## config.mk

```make
export PLATFORM = sky130hd
export DESIGN_NAME = imm_gen_pipe_flat
export DESIGN_NICKNAME = d
export VERILOG_FILES = /design/src/rtl/imm_gen_pipe_if.sv /design/src/rtl/imm_gen_pipe.sv /design/src/flat_wrapper.sv
export SDC_FILE = /design/constraint.sdc
export NUM_CORES = 1
export LEC_CHECK = 0
export BUFFER_PORTS_ARGS = -buffer_cell sky130_fd_sc_hd__buf_2
export CELL_PAD_IN_SITES_DETAIL_PLACEMENT = 1
export CELL_PAD_IN_SITES_GLOBAL_PLACEMENT = 1
export CORE_ASPECT_RATIO = 0.6
export CORE_MARGIN = 5
export CORE_UTILIZATION = 38
export CTS_BUF_LIST = sky130_fd_sc_hd__clkbuf_2 sky130_fd_sc_hd__clkbuf_4 sky130_fd_sc_hd__clkbuf_8
export DETAILED_ROUTE_END_ITERATION = 8
export PLACE_DENSITY_LB_ADDON = 0.1
export SYNTH_ARGS = -nofsm -noshare
export SYNTH_HDL_FRONTEND = slang
export SYNTH_SLANG_ARGS = --single-unit
export TNS_END_PERCENT = 20
```

## constraint.sdc

```tcl
create_clock -name clk -period 11.5 [get_ports clk]
set_input_delay 1.15 -clock clk [delete_from_list [all_inputs] [get_ports clk]]
set_output_delay 1.15 -clock clk [all_outputs]
set_load 0.02 [all_outputs]
```

## src/rtl/imm_gen_pipe_if.sv

```systemverilog
// Flow-controlled bus for the immediate-generator stage: instruction in, immediate out.
interface imm_gen_pipe_if #(
    parameter int XLEN  = 32,
    parameter int TAG_W = 32
);
    logic             in_valid;
    logic             in_ready;
    logic [31:0]      in_inst;
    logic [TAG_W-1:0] in_tag;
    logic             out_valid;
    logic             out_ready;
    logic [XLEN-1:0]  out_imm;
    logic [2:0]       out_fmt;
    logic             out_illegal;
    logic [TAG_W-1:0] out_tag;

    // Upstream/downstream environment view: drives instructions and out_ready.
    modport master (
        output in_valid, in_inst, in_tag, out_ready,
        input  in_ready, out_valid, out_imm, out_fmt, out_illegal, out_tag
    );

    // Stage view: accepts instructions and presents decoded immediates.
    modport slave (
        input  in_valid, in_inst, in_tag, out_ready,
        output in_ready, out_valid, out_imm, out_fmt, out_illegal, out_tag
    );
endinterface

```

## src/rtl/imm_gen_pipe.sv

```systemverilog
// Registered RV immediate generator with a two-entry skid buffer so that
// in_ready comes straight from a flop.
module imm_gen_pipe #(
    parameter int XLEN  = 32,
    parameter int TAG_W = 32
) (
    input logic            clk,
    input logic            rst,
    input logic            flush,
    imm_gen_pipe_if.slave  bus
);
    localparam logic [2:0] FMT_R    = 3'd0;
    localparam logic [2:0] FMT_I    = 3'd1;
    localparam logic [2:0] FMT_S    = 3'd2;
    localparam logic [2:0] FMT_B    = 3'd3;
    localparam logic [2:0] FMT_U    = 3'd4;
    localparam logic [2:0] FMT_J    = 3'd5;
    localparam logic [2:0] FMT_SH   = 3'd6;
    localparam logic [2:0] FMT_NONE = 3'd7;

    typedef enum logic [1:0] {EMPTY, ONE, TWO} state_t;

    state_t           state_q, state_d;
    logic             in_ready_q, in_ready_d;
    logic [XLEN-1:0]  m_imm_q, m_imm_d, s_imm_q, s_imm_d;
    logic [2:0]       m_fmt_q, m_fmt_d, s_fmt_q, s_fmt_d;
    logic             m_ill_q, m_ill_d, s_ill_q, s_ill_d;
    logic [TAG_W-1:0] m_tag_q, m_tag_d, s_tag_q, s_tag_d;

    logic [6:0]       opcode;
    logic [2:0]       funct3;
    logic [XLEN-1:0]  dec_imm;
    logic [2:0]       dec_fmt;
    logic             dec_ill;
    logic             accept;
    logic             pop;

    assign opcode = bus.in_inst[6:0];
    assign funct3 = bus.in_inst[14:12];

    // Decode the incoming word into an extended immediate, format code and illegal flag.
    always_comb begin
        dec_imm = '0;
        dec_fmt = FMT_NONE;
        dec_ill = 1'b0;
        case (opcode)
            7'b0000011, 7'b1100111, 7'b0001111: begin
                dec_imm = XLEN'($signed(bus.in_inst[31:20]));
                dec_fmt = FMT_I;
            end
            7'b0010011: begin
                if (funct3 == 3'b001 || funct3 == 3'b101) begin
                    if (XLEN == 64) dec_imm = XLEN'(bus.in_inst[25:20]);
                    else            dec_imm = XLEN'(bus.in_inst[24:20]);
                    dec_fmt = FMT_SH;
                end else begin
                    dec_imm = XLEN'($signed(bus.in_inst[31:20]));
                    dec_fmt = FMT_I;
                end
            end
            7'b0011011: begin
                if (XLEN == 64) begin
                    if (funct3 == 3'b001 || funct3 == 3'b101) begin
                        dec_imm = XLEN'(bus.in_inst[24:20]);
                        dec_fmt = FMT_SH;
                    end else begin
                        dec_imm = XLEN'($signed(bus.in_inst[31:20]));
                        dec_fmt = FMT_I;
                    end
                end else begin
                    dec_ill = 1'b1;
                end
            end
            7'b1110011: begin
                dec_imm = XLEN'(bus.in_inst[31:20]);
                dec_fmt = FMT_I;
            end
            7'b0100011: begin
                dec_imm = XLEN'($signed({bus.in_inst[31:25], bus.in_inst[11:7]}));
                dec_fmt = FMT_S;
            end
            7'b1100011: begin
                dec_imm = XLEN'($signed({bus.in_inst[31], bus.in_inst[7],
                                         bus.in_inst[30:25], bus.in_inst[11:8], 1'b0}));
                dec_fmt = FMT_B;
            end
            7'b1101111: begin
                dec_imm = XLEN'($signed({bus.in_inst[31], bus.in_inst[19:12],
                                         bus.in_inst[20], bus.in_inst[30:21], 1'b0}));
                dec_fmt = FMT_J;
            end
            7'b0110111, 7'b0010111: begin
                dec_imm = XLEN'($signed({bus.in_inst[31:12], 12'b0}));
                dec_fmt = FMT_U;
            end
            7'b0110011: begin
                dec_fmt = FMT_R;
            end
            7'b0111011: begin
                if (XLEN == 64) dec_fmt = FMT_R;
                else            dec_ill = 1'b1;
            end
            default: begin
                dec_ill = 1'b1;
            end
        endcase
    end

    assign accept = bus.in_valid & in_ready_q;
    assign pop    = bus.out_valid & bus.out_ready;

    // Buffer control: move entries between main and skid registers; flush empties the stage.
    always_comb begin
        state_d = state_q;
        m_imm_d = m_imm_q;
        m_fmt_d = m_fmt_q;
        m_ill_d = m_ill_q;
        m_tag_d = m_tag_q;
        s_imm_d = s_imm_q;
        s_fmt_d = s_fmt_q;
        s_ill_d = s_ill_q;
        s_tag_d = s_tag_q;
        if (flush) begin
            state_d = EMPTY;
        end else begin
            case (state_q)
                EMPTY: begin
                    if (accept) begin
                        state_d = ONE;
                        m_imm_d = dec_imm;
                        m_fmt_d = dec_fmt;
                        m_ill_d = dec_ill;
                        m_tag_d = bus.in_tag;
                    end
                end
                ONE: begin
                    if (accept && pop) begin
                        m_imm_d = dec_imm;
                        m_fmt_d = dec_fmt;
                        m_ill_d = dec_ill;
                        m_tag_d = bus.in_tag;
                    end else if (accept) begin
                        state_d = TWO;
                        s_imm_d = dec_imm;
                        s_fmt_d = dec_fmt;
                        s_ill_d = dec_ill;
                        s_tag_d = bus.in_tag;
                    end else if (pop) begin
                        state_d = EMPTY;
                    end
                end
                TWO: begin
                    if (pop) begin
                        state_d = ONE;
                        m_imm_d = s_imm_q;
                        m_fmt_d = s_fmt_q;
                        m_ill_d = s_ill_q;
                        m_tag_d = s_tag_q;
                    end
                end
                default: begin
                    state_d = EMPTY;
                end
            endcase
        end
        in_ready_d = (state_d != TWO);
    end

    // State, ready flop and buffer contents; reset puts the stage in a known idle state.
    always_ff @(posedge clk or posedge rst) begin
        if (rst) begin
            state_q    <= EMPTY;
            in_ready_q <= 1'b1;
            m_imm_q    <= '0;
            m_fmt_q    <= FMT_NONE;
            m_ill_q    <= 1'b0;
            m_tag_q    <= '0;
            s_imm_q    <= '0;
            s_fmt_q    <= '0;
            s_ill_q    <= 1'b0;
            s_tag_q    <= '0;
        end else begin
            state_q    <= state_d;
            in_ready_q <= in_ready_d;
            m_imm_q    <= m_imm_d;
            m_fmt_q    <= m_fmt_d;
            m_ill_q    <= m_ill_d;
            m_tag_q    <= m_tag_d;
            s_imm_q    <= s_imm_d;
            s_fmt_q    <= s_fmt_d;
            s_ill_q    <= s_ill_d;
            s_tag_q    <= s_tag_d;
        end
    end

    assign bus.in_ready    = in_ready_q;
    assign bus.out_valid   = (state_q != EMPTY);
    assign bus.out_imm     = m_imm_q;
    assign bus.out_fmt     = m_fmt_q;
    assign bus.out_illegal = m_ill_q;
    assign bus.out_tag     = m_tag_q;
endmodule

```

## src/flat_wrapper.sv

```systemverilog
// flat-port wrapper written by rule: the top's interface ports become plain ports
module imm_gen_pipe_flat 
#(
    parameter int XLEN  = 32,
    parameter int TAG_W = 32
)
  (clk, rst, flush, bus_in_valid, bus_in_inst, bus_in_tag, bus_out_ready, bus_in_ready, bus_out_valid, bus_out_imm, bus_out_fmt, bus_out_illegal, bus_out_tag);
  imm_gen_pipe_if #(.XLEN(XLEN), .TAG_W(TAG_W)) bus_i ();
  input logic clk;
  input logic rst;
  input logic flush;
  input wire logic [$bits(bus_i.in_valid)-1:0] bus_in_valid;
  input wire logic [$bits(bus_i.in_inst)-1:0] bus_in_inst;
  input wire logic [$bits(bus_i.in_tag)-1:0] bus_in_tag;
  input wire logic [$bits(bus_i.out_ready)-1:0] bus_out_ready;
  output wire logic [$bits(bus_i.in_ready)-1:0] bus_in_ready;
  output wire logic [$bits(bus_i.out_valid)-1:0] bus_out_valid;
  output wire logic [$bits(bus_i.out_imm)-1:0] bus_out_imm;
  output wire logic [$bits(bus_i.out_fmt)-1:0] bus_out_fmt;
  output wire logic [$bits(bus_i.out_illegal)-1:0] bus_out_illegal;
  output wire logic [$bits(bus_i.out_tag)-1:0] bus_out_tag;
  assign bus_i.in_valid = bus_in_valid;
  assign bus_i.in_inst = bus_in_inst;
  assign bus_i.in_tag = bus_in_tag;
  assign bus_i.out_ready = bus_out_ready;
  assign bus_in_ready = bus_i.in_ready;
  assign bus_out_valid = bus_i.out_valid;
  assign bus_out_imm = bus_i.out_imm;
  assign bus_out_fmt = bus_i.out_fmt;
  assign bus_out_illegal = bus_i.out_illegal;
  assign bus_out_tag = bus_i.out_tag;
  imm_gen_pipe #(.XLEN(XLEN), .TAG_W(TAG_W)) u_core (.clk(clk), .rst(rst), .flush(flush), .bus(bus_i));
endmodule
```

== Word level (Yosys, flattened, before mapping) ==
Index checks and enable logic that the tools add are counted.

* Add/sub/neg operators: 0
* Multiply operators: 0
* Divide/modulo/power cells: 0
* Order comparisons: 0
* Eq/ne operators: 19
* Shifts and indexed selects: 0
* Mux-type cells: 28
* Bitwise logic cells: 4
* Reductions and logical operators: 11

{| class="wikitable"
|+ Operators by type and width
! cell !! count
|-
| 32-bit 2-to-1 mux || 7
|-
| 32-bit case mux with 7 select lines || 1
|-
| 32-bit case mux with 3 select lines || 2
|-
| 7-bit equality test, second input constant || 4
|-
| 7-bit by 6-bit equality test with 1-bit output, second input constant || 3
|-
| 3-bit case mux with 7 select lines || 1
|-
| 7-bit by 5-bit equality test with 1-bit output, second input constant || 2
|-
| 2-bit 2-to-1 mux || 6
|-
| 3-bit 2-to-1 mux || 4
|-
| 11-bit OR reduction || 1
|-
| 3-bit case mux with 3 select lines || 1
|-
| 7-bit by 2-bit equality test with 1-bit output, second input constant || 1
|-
| 7-bit by 4-bit equality test with 1-bit output, second input constant || 1
|-
| 2-bit by 1-bit != test with 1-bit output, second input constant || 3
|-
| 2-bit case mux with 3 select lines || 1
|-
| 5-bit AND reduction || 1
|-
| 1-bit 2-to-1 mux || 4
|-
| 4-bit AND reduction || 1
|-
| 4-bit OR reduction || 1
|-
| 3-bit by 1-bit equality test with 1-bit output, second input constant || 1
|-
| 3-bit equality test, second input constant || 1
|-
| 1-bit case mux with 3 select lines || 1
|-
| 3-bit nonzero test || 1
|-
| 3-bit OR reduction || 1
|-
| 10 further kinds || 12
|}

* Register bits after elaboration: 139
* Latch bits: 0
* Memory bits (writable): 0
* Memory bits (read-only): 0
* Input port bits: 69
* Word-level logic and storage cells: 72
* Memories kept: 0

== Logic depth before layout (Yosys ltp) ==
Gate-level depths: netlist (run 1).

* Word-level depth: 8
* Mapped depth: 8
* Mapped depth without buffers: 5

== Least setup slack after synthesis (run 1) ==
OpenSTA, ideal clock, no wires.

* Kind: input port to flip-flop
* Start: input port bus_in_inst[2]
* End: register u_core.m_imm_q[10] (netlist: u_core.bus.out_imm[10])
* Library setup time: 126 ps
* Data arrival time: 2282 ps
* Required time: 11374 ps
* Path slack: 9092 ps
* Cell stages on the path: 6
* Cell sequence: buf_4 -> and2_4 -> o211a_1 -> a211oi_4 -> nand2b_4 -> o22ai_1

* Longest elaborated chain between the ends: 5

{| class="wikitable"
|+ Ends and longest elaborated chain
! element !! line !! RTL
|-
| start: declaration || flat_wrapper.sv:13 || <nowiki>input wire logic [$bits(bus_i.in_inst)-1:0] bus_in_inst;</nowiki>
|-
| 7-bit by 2-bit equality test with 1-bit output (tied with other cells) || imm_gen_pipe.sv:46 || <nowiki>case (opcode)</nowiki>
|-
| 3-bit OR reduction / 2-bit OR reduction (equally long branches) || -- ||
|-
| 32-bit case mux with 7 select lines (*) || imm_gen_pipe.sv:46 ||
|-
| 32-bit 2-to-1 mux, on equally long branches || imm_gen_pipe.sv:137, imm_gen_pipe.sv:128 ||
|-
| 32-bit case mux with 3 select lines (*) || imm_gen_pipe.sv:126 || <nowiki>case (state_q)</nowiki>
|-
| end signal: assignment || imm_gen_pipe.sv:185 || <nowiki>m_imm_q <= m_imm_d;</nowiki>
|-
| end: declaration || imm_gen_pipe.sv:25 || <nowiki>logic [XLEN-1:0] m_imm_q, m_imm_d, s_imm_q, s_imm_d;</nowiki>
|}

Mark *: on every way between the ends. The rest lies on a longest branch, timed or not. The select of a mux whose other input is x is not followed.
A chain may end at the register's enable or synchronous reset.

== Worst setup path in the final report (run 1) ==
* Start: register u_core.state_q[0]
* End: register u_core.m_imm_q[12] (netlist: u_core.bus.out_imm[12])

* Longest elaborated chain between the ends: 5

{| class="wikitable"
|+ Ends and longest elaborated chain
! element !! line !! RTL
|-
| start: declaration || imm_gen_pipe.sv:23 || <nowiki>state_t state_q, state_d;</nowiki>
|-
| start signal: assignment || imm_gen_pipe.sv:183 || <nowiki>state_q <= state_d;</nowiki>
|-
| 2-bit nonzero test || imm_gen_pipe.sv:197 || <nowiki>assign bus.out_valid = (state_q != EMPTY);</nowiki>
|-
| 1-bit AND || imm_gen_pipe.sv:110 || <nowiki>assign pop = bus.out_valid & bus.out_ready;</nowiki>
|-
| 1-bit logical AND || imm_gen_pipe.sv:137 || <nowiki>if (accept && pop) begin</nowiki>
|-
| 2-bit by 1-bit != test with 1-bit output (no source line) || -- ||
|-
| 5-bit AND reduction (no source line) || -- ||
|}

Parallel ways exist; a longest one is shown, timed or not.

==> results of run 1 <==
==> state kept, by name, summed over array words and instances, names as in the netlist <==
register and flops:
u_core.bus.out_imm 32, u_core.bus.out_fmt 3, u_core.s_ill_q 1, u_core.bus.in_ready 1, u_core.s_tag_q 32, u_core.bus.out_illegal 1
u_core.s_fmt_q 3, u_core.bus.out_tag 32, u_core.state_q 2, u_core.s_imm_q 32
==> placed cells by master, fill, tap and decap left out, types with 4 or more instances in the layout <==
cell	Yosys	layout
a211o_1	8	8
a211oi_2	10	10
a21oi_1	39	39
a221o_1	14	14
a31oi_1	34	34
a32oi_1	4	4
and3_1	6	6
buf_2	24	138
buf_4	8	7
bufinv_16	0	4
clkbuf_8	0	18
dfrtp_1	135	135
dfstp_2	4	4
inv_1	10	9
nand2_1	203	203
nand3_1	9	9
nor2_1	87	86
nor3_1	13	13
o21ai_0	9	9
o22ai_1	8	8
o31ai_1	6	6
==> final cells by class <==
class / count / area [sq um]
clock inverter: 10 / 166.4
fill: 2004 / 9288
inverter: 10 / 42.54
multi-input combinational: 512 / 2796
clock buffer: 21 / 270.3
timing repair buffer: 145 / 743.2
tap: 234 / 292.8
sequential: 139 / 3483
==> Yosys cell counts, types with 2 or more instances <==
cell	count
xnor2_1	2
o21a_1	2
a32oi_1	4
buf_2	24
mux2_2	3
dfstp_2	4
o21ai_0	9
nand2b_4	2
inv_1	10
a21oi_1	39
buf_4	8
buf_6	5
nor2b_1	4
nor2_1	87
a21o_1	3
a211oi_2	10
buf_1	2
o31ai_1	6
and2_1	2
nand2b_1	4
a221o_1	14
clkbuf_1	10
a22oi_1	2
a2bb2oi_1	2
and3_4	2
nand3b_1	2
a211o_1	8
dfrtp_1	135
nor3_2	2
nand3_1	9
nand2_1	203
nor3_1	13
o22ai_1	8
a31oi_1	34
and3_1	6
==> stage by stage <==
stage	hold WS, ns	worst slack [ns]	instances	power (W)
global route	0.5035	8.496	1071	0.001470
detailed placement	0.4623	8.272	1040	0.0009587
global placement	0.4568	8.371	1040	0.0009387
floorplan	0.4418	6.632	710	0.0008433
finish	0.4774	8.709	1071	0.001392
CTS	0.4816	8.716	1071	0.001409
==> critical path: cells and delay by family, from the launching register on <==
| kind | cells | cell delay [ns] |
|---|---|---|
| buf+inv | 2 | 1.16 |
| compound gates | 3 | 0.77 |
| flops | 1 | 0.46 |
| simple gates | 1 | 0.20 |
==> kinds of logic after synthesis <==
family	after synthesis	synth area share
AOI/OAI and AO/OA	156	0.1787
xor gates and xnor gates	2	0.002662
buffers and inverters	59	0.04848
DFF	139	0.5293
muxes	4	0.006654
and+or+nand+nor	350	0.2342
==> layer usage <==
metal | vias to the layer above | share of wire | GRT usage
met5 | - | 0.0016 | 0
met4 | 4 | 0.0069 | 0.04515
met3 | 16 | 0.059 | 0.06301
met2 | 151 | 0.44 | 0.3203
met1 | 2852 | 0.49 | 0.3026
li1 | 2662 | - | -
==> worst max-delay path by stage <==
| stage | endpoint | slack [ns] | depth (start not counted) |
|---|---|---|---|
| 2_1_floorplan | u_core.bus.out_illegal | 6.63 | 1 |
| 3_3_place_gp | u_core.bus.out_imm[30] | 8.37 | 6 |
| 3_5_place_dp | u_core.bus.out_imm[30] | 8.27 | 6 |
| 4_1_cts | u_core.bus.out_imm[17] | 8.72 | 6 |
| 6_report | u_core.bus.out_imm[12] | 8.71 | 6 |
| 5_1_grt | u_core.bus.out_imm[12] | 8.50 | 6 |
==> power breakdown <==
| part | internal, W | switching (W) |
|---|---|---|
| combinational | 0.000108 | 0.000189 |
| sequential | 0.000590 | 0.0000595 |
| clock | 0.000249 | 0.000196 |
==> results.sh, run 1 <==
export IMPL_worst_setup_path_type="reg -> reg"
export IMPL_ys_warn_count=0
export IMPL_crit_chain="nand2b_2, buf_4, o32ai_4, buf_4, a21oi_1, a211o_1"
export IMPL_wire_per_inst_um=19.48
export IMPL_cp_required_ns=11.82
export IMPL_die_height_um=111.9
export IMPL_async_flop_share=1.000
export IMPL_slowest_delay_ns=0.81
export IMPL_max_freq_ghz=0.3583
export IMPL_rsz0062_at_grt="no"
export IMPL_tns_ns=0
export IMPL_placed_area_sq_um=7358
export IMPL_dpl_hpwl_um=14250
export IMPL_cts_made_buffers=17
export IMPL_r2r_start="u_core.state_q[0]"
export IMPL_postCtsResizedCells=0
export IMPL_r2r_end="u_core.bus.out_imm[12]"
export IMPL_min_to="u_core.s_tag_q[31]"
export IMPL_antenna_found_initial=2
export IMPL_worstPathMaxFanout=104
export IMPL_cpMostUsedCell="buf_4"
export IMPL_final_setup_viol_count=0
export IMPL_hold_viol_final=0
export IMPL_worst_skew_pair_late_latency_ns=0.45
export IMPL_yosys_register_bits=139
export IMPL_layout_drive_gt1_share=0.2628
export IMPL_grt_use_total=0.2116
export IMPL_placement_rows=37
export IMPL_cts_root_buf="clkbuf_8"
export IMPL_grt_pass1_wl_um=34380
export IMPL_nNetsFinal=894
export IMPL_grt_max_degree=105
export IMPL_relSlewSlack=0.2232
export IMPL_yosysSeqAreaShare=0.5293
export IMPL_area_growth_pct=18.44
export IMPL_drcViolationCount=0
export IMPL_worstRegToRegCells=6
export IMPL_cts_path_max_buffers=2
export IMPL_synthCells=710
export IMPL_fin_area_sq_um=7795
export IMPL_core_area_sq_um=17080
export IMPL_vias_per_cell=5.308
export IMPL_synth_main_ff_cell="dfrtp_1"
export IMPL_synthTopCellsByArea="dfrtp_1 (51%), nand2_1 (12%), nor2_1 (5.0%)"
export IMPL_syn_area_sq_um=6581
export IMPL_port_buffers=138
export IMPL_yosysUniqueCellTypes=65
export IMPL_clk_pin_slew_worst_paths_ns=0.07
export IMPL_grt_pass1_vias=6231
export IMPL_first_pass_iters=4
export IMPL_worstSetupStartpointType="register"
export IMPL_fin_util=0.4563
export IMPL_worst_pin_slew_ns=1.161
export IMPL_globalplace_congestion=0.8522
export IMPL_status="completed"
export IMPL_htreeDepth=4
export IMPL_slew_viol_final=0
export IMPL_io_pins=139
export IMPL_ff2ff_setup_slack_ns=8.71
export IMPL_synth_edf_count=0
export IMPL_cts_setup_buffers=0
export IMPL_drt_iter0_drc=333
export IMPL_syn_avg_cell_area_sq_um=9.269
export IMPL_antenna_cells=0
export IMPL_whs_path_depth=2
export IMPL_crit_start="u_core.state_q[0]"
export IMPL_arrival_ns=3.11
export IMPL_grt_ovfl_total=0
export IMPL_start_util=0.3853
export IMPL_cts_sinks=139
export IMPL_vias=5685
export IMPL_die_w_um=179.9
export IMPL_hp_start="u_core.s_tag_q[31]"
export IMPL_cts_tree="built"
export IMPL_period_needed_ns=2.791
export IMPL_drv_cap=0
export IMPL_power_leakage_nw=3.654
export IMPL_syn_num_nets=779
export IMPL_synth_top_area_cell="dfrtp_1"
export IMPL_cp_end_kind="register"
export IMPL_ant_nets=0
export IMPL_slowest_stage="buf_4"
export IMPL_fin_crit_sh=0.2427
export IMPL_hold_path_class="reg -> reg"
export IMPL_yosysTopAreaCellShare=0.5133
export IMPL_irDropWorstVdd_v=0.00007967
export IMPL_power_density_nw_per_um2=178.6
export IMPL_dieArea_sq_um=20140
export IMPL_fin_worst_skew_ns=0.01194
export IMPL_wl_um=20870
export IMPL_postCtsHoldBufs=0
No activity file was read; power rests on OpenSTA's default activity.
==> run 2: changes to the inputs <==
==> constraint.sdc (replaced) <==
create_clock -name clk -period 2.4 [get_ports clk]
set_input_delay 0.24 -clock clk [delete_from_list [all_inputs] [get_ports clk]]
set_output_delay 0.24 -clock clk [all_outputs]
set_load 0.02 [all_outputs]
==> results.sh, run 2 (same netlist as run 1, synthesis figures left out) <==
export IMPL_cts_made_buffers=17
export IMPL_globalplace_congestion=0.8644
export IMPL_cts_path_max_buffers=2
export IMPL_dieArea_sq_um=20140
export IMPL_fin_crit_sh=0.9357
export IMPL_worst_setup_path_type="reg -> reg"
export IMPL_grt_use_total=0.2065
export IMPL_period_needed_ns=2.246
export IMPL_die_height_um=111.9
export IMPL_drcViolationCount=0
export IMPL_slew_viol_final=0
export IMPL_clk_pin_slew_worst_paths_ns=0.08
export IMPL_dpl_hpwl_um=14080
export IMPL_relSlewSlack=0.2100
export IMPL_wire_per_inst_um=18.62
export IMPL_cts_sinks=139
export IMPL_drt_iter0_drc=362
export IMPL_htreeDepth=4
export IMPL_crit_start="u_core.state_q[1]"
export IMPL_worstPathMaxFanout=11
export IMPL_grt_pass1_wl_um=33620
export IMPL_worstSetupStartpointType="register"
export IMPL_worst_pin_slew_ns=1.181
export IMPL_wl_um=20500
export IMPL_status="completed"
export IMPL_io_pins=139
export IMPL_layout_drive_gt1_share=0.2656
export IMPL_fin_cells=1101
export IMPL_first_pass_iters=4
export IMPL_dp_cells=1049
export IMPL_antenna_found_initial=4
export IMPL_die_w_um=179.9
export IMPL_cp_required_ns=2.65
export IMPL_core_area_sq_um=17080
export IMPL_worst_skew_pair_late_latency_ns=0.44
export IMPL_hold_path_class="in -> reg"
export IMPL_cts_root_buf="clkbuf_8"
export IMPL_cts_tree="built"
export IMPL_vias=5759
export IMPL_vias_per_cell=5.231
export IMPL_final_cell_mix="nand2_1 (203), buf_2 (138), dfrtp_1 (135), nor2_1 (86), a21oi_1 (39)"
export IMPL_rsz0062_at_grt="no"
export IMPL_nNetsFinal=922
export IMPL_drv_cap=0
export IMPL_final_common_cell="nand2_1"
export IMPL_area_growth_pct=23.65
export IMPL_grt_ovfl_total=0
export IMPL_placement_rows=37
export IMPL_irDropWorstVdd_v=0.0003480
export IMPL_power_density_nw_per_um2=842.5
export IMPL_hold_viol_final=0
export IMPL_ant_nets=0
export IMPL_postCtsResizedCells=0
export IMPL_tns_ns=0
export IMPL_final_setup_viol_count=0
export IMPL_fin_worst_skew_ns=0.01131
export IMPL_arrival_ns=2.50
export IMPL_max_freq_ghz=0.4453
export IMPL_port_buffers=138
export IMPL_hp_start="bus_in_tag[10]"
export IMPL_start_util=0.3853
export IMPL_cp_end_kind="register"
export IMPL_r2r_start="u_core.state_q[1]"
export IMPL_power_leakage_nw=3.811
export IMPL_grt_max_degree=81
export IMPL_grt_pass1_vias=6134
run 2: cell type report:
cell class | count | area [sq um]
fillers | 1992 | 8945
flip-flops and latches | 139 | 3483
multi-input cells | 512 | 2796
repair buffers | 173 | 1051
well taps | 234 | 292.8
clock buffers | 20 | 262.8
clock inverters | 12 | 207.7
inverters | 10 | 41.29
diodes | 1 | 2.502
run 2: metal layers:
layer	global-route usage	vias to the layer above	wire length [um]
met2	0.3183	133	9088
met4	0.05023	6	145
met5	0	-	33
met3	0.05485	17	1123
met1	0.2921	2877	10110
li1	-	2726	-
run 2: timing repair:
item                                   CTS  global route
hold buffers                            19             0
endpoints found under the hold margin   44             0
setup endpoints to repair                0             0
buffers inserted                         0             0
run 2: path summary, 6_finish.rpt:
check	to	slack, ns	depth (start not counted)
max	u_core.bus.out_imm[30]	0.15	4
min	u_core.s_tag_q[10]	0.02	3
max reg2reg	u_core.bus.out_imm[30]	0.15	4
min reg2reg	u_core.s_imm_q[31]	0.48	2
max in group asynchronous	u_core.bus.out_tag[17]	1.20	4
min in group asynchronous	u_core.bus.out_imm[28]	0.47	3
run 2: report_power, final:
part           internal (W)  switching (W)
combinational      0.000557       0.000905
clock               0.00131       0.000982
sequential          0.00283       0.000279
total               0.00469        0.00217
run 2: critical path, cell delays in order, from the launching register on:
cell	delay, ns
dfrtp_1	0.43
nand4bb_4	0.31
nand2b_4	0.22
nor2_1	0.91
a211oi_1	0.19
run 2: metrics by stage:
step	total power, W	area, sq um	utilization	hold WS (ns)	setup slack (ns)
2_1_floorplan	0.004041	6585	-	0.3064	0.4282
3_3_place_gp	0.004516	7475	0.4376	0.3771	0.1212
3_5_place_dp	0.004602	7475	0.4376	0.3892	0.08908
4_1_cts	0.006946	8135	0.4762	0.0004676	0.1503
5_1_grt	0.007244	8138	0.4764	0.001640	0.02202
6_report	0.006856	8138	0.4764	0.02198	0.1543
==> run 3: changes to the inputs <==
--- a/config.mk
+++ b/config.mk
@@ -13,6 +13,7 @@
 export CORE_UTILIZATION = 38
 export CTS_BUF_LIST = sky130_fd_sc_hd__clkbuf_2 sky130_fd_sc_hd__clkbuf_4 sky130_fd_sc_hd__clkbuf_8
 export DETAILED_ROUTE_END_ITERATION = 8
+export GPL_TIMING_DRIVEN = 0
 export PLACE_DENSITY_LB_ADDON = 0.1
 export SYNTH_ARGS = -nofsm -noshare
 export SYNTH_HDL_FRONTEND = slang
==> constraint.sdc (replaced) <==
create_clock -name clk -period 2.9 [get_ports clk]
set_input_delay 0.29 -clock clk [delete_from_list [all_inputs] [get_ports clk]]
set_output_delay 0.29 -clock clk [all_outputs]
set_load 0.02 [all_outputs]
==> results.sh, run 3 (same netlist as run 1, synthesis figures left out) <==
export IMPL_cp_required_ns=3.22
export IMPL_first_pass_iters=5
export IMPL_die_w_um=179.9
export IMPL_worst_setup_path_type="reg -> reg"
export IMPL_worstSetupStartpointType="register"
export IMPL_drv_cap=0
export IMPL_grt_pass1_wl_um=36650
export IMPL_fin_crit_sh=0.7686
export IMPL_vias_per_cell=5.397
export IMPL_cts_setup_buffers=0
export IMPL_power_density_nw_per_um2=686.0
export IMPL_layout_drive_gt1_share=0.2815
export IMPL_fin_util=0.4721
export IMPL_port_buffers=134
export IMPL_irDropWorstVdd_v=0.0002280
export IMPL_hold_viol_final=0
export IMPL_drt_iter0_drc=510
export IMPL_cts_made_buffers=17
export IMPL_slew_viol_final=0
export IMPL_vias=6023
export IMPL_period_needed_ns=2.229
export IMPL_postCtsHoldBufs=1
export IMPL_tns_ns=0
export IMPL_worstRegToRegCells=5
export IMPL_cts_path_max_buffers=2
export IMPL_io_pins=139
export IMPL_grt_pass1_vias=6558
export IMPL_cp_end_kind="register"
export IMPL_power_leakage_nw=3.827
export IMPL_crit_start="u_core.state_q[1]"
export IMPL_worstPathMaxFanout=10
export IMPL_rsz0062_at_grt="no"
export IMPL_final_setup_viol_count=0
export IMPL_power_w=0.005532
export IMPL_nNetsFinal=937
export IMPL_arrival_ns=2.55
export IMPL_ff2ff_setup_slack_ns=0.67
export IMPL_dieArea_sq_um=20140
export IMPL_ant_nets=0
export IMPL_cp_top_family="simple AND/OR/NAND/NOR gates"
export IMPL_htreeDepth=4
export IMPL_placement_rows=37
export IMPL_postCtsResizedCells=0
export IMPL_grt_use_total=0.2296
export IMPL_start_util=0.3853
export IMPL_wl_um=22630
export IMPL_whs_path_depth=3
export IMPL_cts_sinks=139
export IMPL_cts_root_buf="clkbuf_8"
export IMPL_worst_pin_slew_ns=0.7866
export IMPL_crit_chain="nand4bb_4, nor2_1, buf_2, buf_2, a21oi_1"
export IMPL_grt_ovfl_total=0
export IMPL_drcViolationCount=0
export IMPL_relSlewSlack=0.4737
export IMPL_max_freq_ghz=0.4486
export IMPL_hold_ws_ns=0.04265
export IMPL_wire_per_inst_um=20.28
export IMPL_status="completed"
export IMPL_slowest_stage="nor2_1"
export IMPL_globalplace_congestion=0.8758
export IMPL_hp_start="bus_in_tag[23]"
export IMPL_worst_path_buf_inv=2
export IMPL_slowest_delay_ns=0.49
export IMPL_final_common_cell="nand2_1"
export IMPL_die_height_um=111.9
export IMPL_hold_path_class="in -> reg"
export IMPL_antenna_found_initial=4
export IMPL_worst_skew_pair_late_latency_ns=0.45
export IMPL_final_cell_mix="nand2_1 (203), buf_2 (158), dfrtp_1 (135), nor2_1 (87), a21oi_1 (39)"
export IMPL_clk_pin_slew_worst_paths_ns=0.09
export IMPL_fin_worst_skew_ns=0.01629
export IMPL_dpl_hpwl_um=16920
export IMPL_grt_max_degree=39
export IMPL_area_growth_pct=22.53
export IMPL_cpMostUsedCell="buf_2"
export IMPL_r2r_start="u_core.state_q[1]"
export IMPL_core_area_sq_um=17080
export IMPL_cts_tree="built"
export IMPL_worst_path_stages=5
[run 3: changes by cell type in the layout (fill, tap and decap cells not counted), moves of 2 or more]
cell / delta
buf_2: +20
dlygate4sd3_1: -18
clkbuf_1: +10
buf_6: +5
buf_4: -4
buf_1: +2
bufinv_16: -2
[run 3: final timing paths]
path,to
setup / recovery,u_core.s_imm_q[3]
min in group asynchronous,u_core.bus.out_tag[27]
hold / removal,u_core.s_tag_q[23]
hold reg to reg,u_core.s_tag_q[18]
setup reg to reg,u_core.s_imm_q[3]
max in group asynchronous,u_core.s_imm_q[16]
[run 3: layer usage]
metal / vias to the layer above / part of all wire / track usage
met5: - / 0.0012 / 0
met4: 6 / 0.0062 / 0.05277
met3: 20 / 0.052 / 0.05093
met2: 156 / 0.44 / 0.3494
li1: 2754 / - / -
met1: 3087 / 0.50 / 0.3364
[run 3: layout make-up]
cell class              instances  area (sq um)
diodes                          1         2.502
plain buffers                  49         281.5
clock buffers                  20         262.8
clock inverters                12         160.2
fillers                      2050          9019
inverters                      10         41.29
multi-input cells             512          2779
flip-flops and latches        139          3483
well taps                     234         292.8
repair buffers                139         760.7
[run 3: per-stage QoR]
stage                     instance area (sq um)  setup WS, ns  instances
after global routing                       8064        0.5804       1116
after detailed placement                   7629        0.6598       1082
final                                      8064        0.6710       1116
after CTS                                  8061        0.6674       1115
after floorplan                            6585        0.8782        710
after global placement                     7548      -0.07377       1078
[run 3: worst reg2reg max path, delay by kind of cell (launching register included)]
family,cells,cell delay [ns]
simple gates,2,0.78
buf+inv,2,0.77
flops,1,0.44
compound gates,1,0.12
[run 3: report_power, final]
part | leakage [nW] | internal [W] | total (W) | switching [W]
registers | 1.69 | 0.00234 | 0.00257 | 0.000235
clock network | 0.215 | 0.000904 | 0.00172 | 0.000818
logic | 1.92 | 0.000463 | 0.00123 | 0.000772
total | 3.83 | 0.00371 | 0.00553 | 0.00182
